File: src/rtl/inst_mem_fetch_arbiter.sv
// Round-robin arbiter sharing the LC3 instruction-memory port between the CPU fetch unit (req0)
// and the loader/debug reader (req1); one outstanding read, timeout returns err=1 with zero data.
//
//   state  | meaning
//   -------+-----------------------------------------------------------------
//   S_IDLE | no read in flight; winner gets combinational ready, accept starts a read
//   S_WAIT | instrmem_rd held with PC stable, timer counts until completion or timeout
//   S_RESP | one-cycle rsp_valid pulse to the owner, last_grant updated
module inst_mem_fetch_arbiter #(
    parameter int unsigned TIMEOUT_CYCLES = 16
) (
    input  logic        clock,
    input  logic        reset,
    input  logic        req0_valid,
    input  logic [15:0] req0_pc,
    output logic        req0_ready,
    output logic        req0_rsp_valid,
    output logic [15:0] req0_rsp_data,
    output logic        req0_rsp_err,
    input  logic        req1_valid,
    input  logic [15:0] req1_pc,
    output logic        req1_ready,
    output logic        req1_rsp_valid,
    output logic [15:0] req1_rsp_data,
    output logic        req1_rsp_err,
    output logic [15:0] PC,
    output logic        instrmem_rd,
    input  logic [15:0] instr_dout,
    input  logic        complete_instr
);

    typedef enum logic [1:0] {
        S_IDLE = 2'd0,
        S_WAIT = 2'd1,
        S_RESP = 2'd2
    } state_t;

    localparam logic [7:0] TIMER_LAST = 8'(TIMEOUT_CYCLES - 1);

    state_t     state_q, state_d;
    logic       owner_q;
    logic       last_grant_q;
    logic [7:0] timer_q;
    logic       grant0, grant1, timeout;

    // On contention the requester that was not served last wins.
    assign grant0  = req0_valid && (!req1_valid || last_grant_q);
    assign grant1  = req1_valid && (!req0_valid || !last_grant_q);
    assign timeout = (timer_q == TIMER_LAST);

    always_comb begin
        state_d        = state_q;
        req0_ready     = 1'b0;
        req1_ready     = 1'b0;
        req0_rsp_valid = 1'b0;
        req1_rsp_valid = 1'b0;
        case (state_q)
            S_IDLE: begin
                req0_ready = grant0;
                req1_ready = grant1;
                if (grant0 || grant1) state_d = S_WAIT;
            end
            S_WAIT: begin
                if (complete_instr)  state_d = S_RESP;
                else if (timeout)    state_d = S_RESP;
            end
            S_RESP: begin
                req0_rsp_valid = !owner_q;
                req1_rsp_valid = owner_q;
                state_d        = S_IDLE;
            end
            default: state_d = S_IDLE;
        endcase
    end

    always_ff @(posedge clock) begin
        if (reset) begin
            state_q       <= S_IDLE;
            owner_q       <= 1'b0;
            last_grant_q  <= 1'b1;
            timer_q       <= 8'd0;
            PC            <= 16'h0000;
            instrmem_rd   <= 1'b0;
            req0_rsp_data <= 16'h0000;
            req0_rsp_err  <= 1'b0;
            req1_rsp_data <= 16'h0000;
            req1_rsp_err  <= 1'b0;
        end else begin
            state_q <= state_d;
            case (state_q)
                S_IDLE: begin
                    if (grant0 || grant1) begin
                        owner_q     <= grant1;
                        PC          <= grant1 ? req1_pc : req0_pc;
                        instrmem_rd <= 1'b1;
                        timer_q     <= 8'd0;
                    end
                end
                S_WAIT: begin
                    timer_q <= timer_q + 8'd1;
                    // Completion takes priority over a simultaneous timeout.
                    if (complete_instr) begin
                        instrmem_rd <= 1'b0;
                        if (owner_q) begin
                            req1_rsp_data <= instr_dout;
                            req1_rsp_err  <= 1'b0;
                        end else begin
                            req0_rsp_data <= instr_dout;
                            req0_rsp_err  <= 1'b0;
                        end
                    end else if (timeout) begin
                        instrmem_rd <= 1'b0;
                        if (owner_q) begin
                            req1_rsp_data <= 16'h0000;
                            req1_rsp_err  <= 1'b1;
                        end else begin
                            req0_rsp_data <= 16'h0000;
                            req0_rsp_err  <= 1'b1;
                        end
                    end
                end
                S_RESP: last_grant_q <= owner_q;
                default: ;
            endcase
        end
    end

endmodule

File: config.mk
export PLATFORM = sky130hd
export DESIGN_NAME = inst_mem_fetch_arbiter
export DESIGN_NICKNAME = d
export VERILOG_FILES = /design/src/rtl/inst_mem_fetch_arbiter.sv
export SDC_FILE = /design/constraint.sdc
export NUM_CORES = 1
export LEC_CHECK = 0
export BUFFER_PORTS_ARGS = -buffer_cell sky130_fd_sc_hd__buf_4
export CELL_PAD_IN_SITES_DETAIL_PLACEMENT = 1
export CELL_PAD_IN_SITES_GLOBAL_PLACEMENT = 2
export CORE_MARGIN = 5
export CORE_UTILIZATION = 24
export DETAILED_ROUTE_END_ITERATION = 10
export PLACE_DENSITY = 0.8
export SETUP_SLACK_MARGIN = 0.1
export SLEW_MARGIN = 10
export SYNTH_ARGS = -nofsm -noshare
export SYNTH_HDL_FRONTEND = slang
export SYNTH_SLANG_ARGS = --single-unit
export TNS_END_PERCENT = 10
File: constraint.sdc
create_clock -name clock -period 1.45 [get_ports clock]
set_input_delay 0.0725 -clock clock [delete_from_list [all_inputs] [get_ports clock]]
set_output_delay 0.0725 -clock clock [all_outputs]
set_load 0.02 [all_outputs]
==> results.toml <==
[outcome]
status = "finished with violations"
failed_checks = "setup timing"

[power_and_ir_drop]
power_mw = 4.442
p_leak_nw = 1.786
peakVddDrop_mv = 0.4296
power-per-cell-area_nw_per_um2 = 1004

[flow_run]
max_cap_violations = 0

[worst_setup_path]
max_stage_delay_ps = 340
critPathMaxFanout = 8
crit_path_end_kind = "flop"
r2r_setup_slack_ps = -30
endpoint = "req0_rsp_data[14]"
cp.required_ps = 1720
r2r-start = "timer_q[1]"
critPathLaunchType = "flop"
path_class = "reg -> reg"
reg2regPathDepth = 7
slowest_stage = "dfxtp_2"
r2r_end = "req0_rsp_data[14]"
crit_path_start = "timer_q[1]"
crit_chain = "ha_4 > and3_4 > a21oi_4 > buf_6 > clkbuf_16 > o21ai_1 > a21oi_1"
crit_arrival_ps = 1750

[clock_network]
cts_max_path_buffers = 2
clkTransAtPathRegs_ps = 80
numCtsBuffers = 9
cts_tree = "done"
root_buffer = "clkbuf_8"
cts_max_level = 3
clk-insertion-delay-late_ps = 340
cts.sink_count = 63

[routing]
viasPerCell = 4.798
wirelength_microns = 9606
drcViolationCount = 0
num_vias = 2807
drtIter0Drc = 100
ant_nets = 0
first_pass_iters = 4
wire_per_inst_microns = 16.42

[yosys]
synth-seq-cells = 63
ys_top_cells_by_area = "dfxtp_1, a21oi_1, nand3_1, mux2i_1, o21ai_0"
synth_nets = 359
synth_warnings = 0
synth-async-reset-ratio_pct = 0
syn_area_per_cell_sq_um = 8.582
synth_ff_type = "dfxtp_1"
synth_edf_count = 0
yosysTopAreaCellShare_pct = 48.18
seq_area_frac_synth_pct = 48.18
synth_top_area_cell = "dfxtp_1"
syn-cell-area_sq_um = 2618
synth_most_common_cell = "dfxtp_1"
synthCells = 305
synth_commonest_cells = "dfxtp_1, a21oi_1, nand3_1"
yosysUniqueCellTypes = 38

[min_path]
min_path_cells = 3
hp-start = "instr_dout[1]"
hold_path.class = "in -> reg"

[grt]
grt_pass1_wl_microns = 14210
grt.overflow.total = 0
antenna_found_initial = 0
grt_pass1_vias = 2833
grt_usage_pct = 13.80
grt_max_degree = 43

[place]
dp_hpwl_microns = 6483
io_buffers = 107
place.gp.congestion = 0.7964
pre_cts_slack_ps = 2.541
dpl.cell_count = 552

[layout]
diodes = 0
fillers = 1282
drive_gt1_share_pct = 48.76
syn_to_final_growth_pct = 68.98
nets = 494
fin_cells = 585

[timing]
max_slew.worst_pin.slew_ps = 385.8
clock_skew_ps = 12.92
hold_violations = 0
rsz0062_at_grt = "yes"
slew_viol_final = 0
min_period_ps = 1476
fmax_mhz = 677.5
slew_headroom_pct = 74.11
finalSetupViolCount = 1
fin_ws_ps = -26.12
fin_crit_sh_pct = 101.8

[floorplan]
row_count = 38
coreArea_sq_um = 10750
die_h_microns = 114.4
start_util_pct = 24.36
die_w_microns = 114.4
ios = 108
dieArea_sq_um = 13100
[power breakdown]
group,internal (mW),switching (mW),total (mW)
Combinational,0.462,0.505,0.967
Clock,0.846,0.748,1.59
Sequential,1.82,0.0631,1.88
Total,3.13,1.32,4.44
[kinds of logic after synthesis]
kind of cell	after synthesis	synth area share, %
AOI/OAI and AO/OA	102	22.32
and+or+nand+nor	93	17.11
DFF	63	48.18
buffers and inverters	29	5.354
muxes	17	6.549
adders and majority gates	1	0.4779
[area by class of cell]
cell class / instances / area [sq um] / share of cell area [%]
Multi-Input combinational cell: 213 / 1464 / 33.10
Clock buffer: 10 / 137.6 / 3.112
Sequential cell: 63 / 1279 / 28.91
Clock inverter: 6 / 67.56 / 1.528
Timing Repair Buffer: 150 / 1289 / 29.14
Tap cell: 140 / 175.2 / 3.960
Inverter: 3 / 11.26 / 0.2546
[cell usage in the layout, fill, tap and decap left out, drive strengths merged]
cell	n
o21a	1
nand2b	3
a2bb2oi	1
nor2b	1
o21ai	34
and2	2
o211ai	1
a311oi	1
nor3	3
nand3	37
nand2	6
a211o	1
dlygate4sd3	7
inv	4
buf	141
nand4	1
mux2i	16
a21oi	41
bufinv	1
a21o	1
clkinv	2
and3	3
mux2	1
a211oi	18
a31oi	1
nor4	3
or3	1
a21boi	1
ha	1
clkinvlp	2
nor4b	1
clkbuf	12
nor2	31
nor3b	1
o31ai	1
dfxtp	63
[layer usage]
metal	track usage (%)	vias up	wire [microns]
li1	-	1374	-
met1	15.85	1317	4053
met2	22.78	105	4551
met3	5.285	11	816
met4	6.017	0	185
met5	0	-	0
[metrics by stage]
step	cell area, sq um	setup TNS [ps]	hold WS, ps	utilization [%]
floorplan	2660	0	236.2	-
global placement	3739	0	367.9	34.79
detailed placement	3739	0	374.2	34.79
CTS	4150	0	0.6448	38.62
global route	4423	-1347	2.421	41.16
finish	4423	-26.12	20.30	41.16
[sequential cells by signal, summed over array words and instances (netlist names)]
signal	cells
PC	16
req0_rsp_data	16
instrmem_rd	1
req1_rsp_err	1
owner_q	1
state_q	2
last_grant_q	1
req0_rsp_err	1
req1_rsp_data	16
timer_q	8
[how the worst min path moves through the flow]
| stage | endpoint | slack, ps |
|---|---|---|
| CTS | req0_rsp_data[14] | 0.6 |
| global placement | req0_rsp_data[2] | 370 |
| global route | req0_rsp_data[9] | 2 |
| floorplan | req0_rsp_data[0] | 240 |
| detailed placement | req1_rsp_data[12] | 370 |
| finish | req1_rsp_data[1] | 20 |
[worst max-delay path, delay by kind of cell (launching register included)]
family / cells / cell delay (ps)
adder cells (fa/ha/maj): 1 / 170
AO/OA/AOI/OAI: 3 / 410
flip-flops: 1 / 340
AND/OR/NAND/NOR: 1 / 200
buffers and inverters: 2 / 300
[what timing repair did]
item / in CTS / in global routing
gates cloned: 1 / 2
hold buffers: 7 / 0
endpoints found under the setup margin: 37 / 58
hold endpoints to repair: 7 / 0
pin swaps: 4 / 46
gates resized for setup: 46 / 55
setup buffers: 5 / 2
No activity file was read; power rests on OpenSTA's default activity.
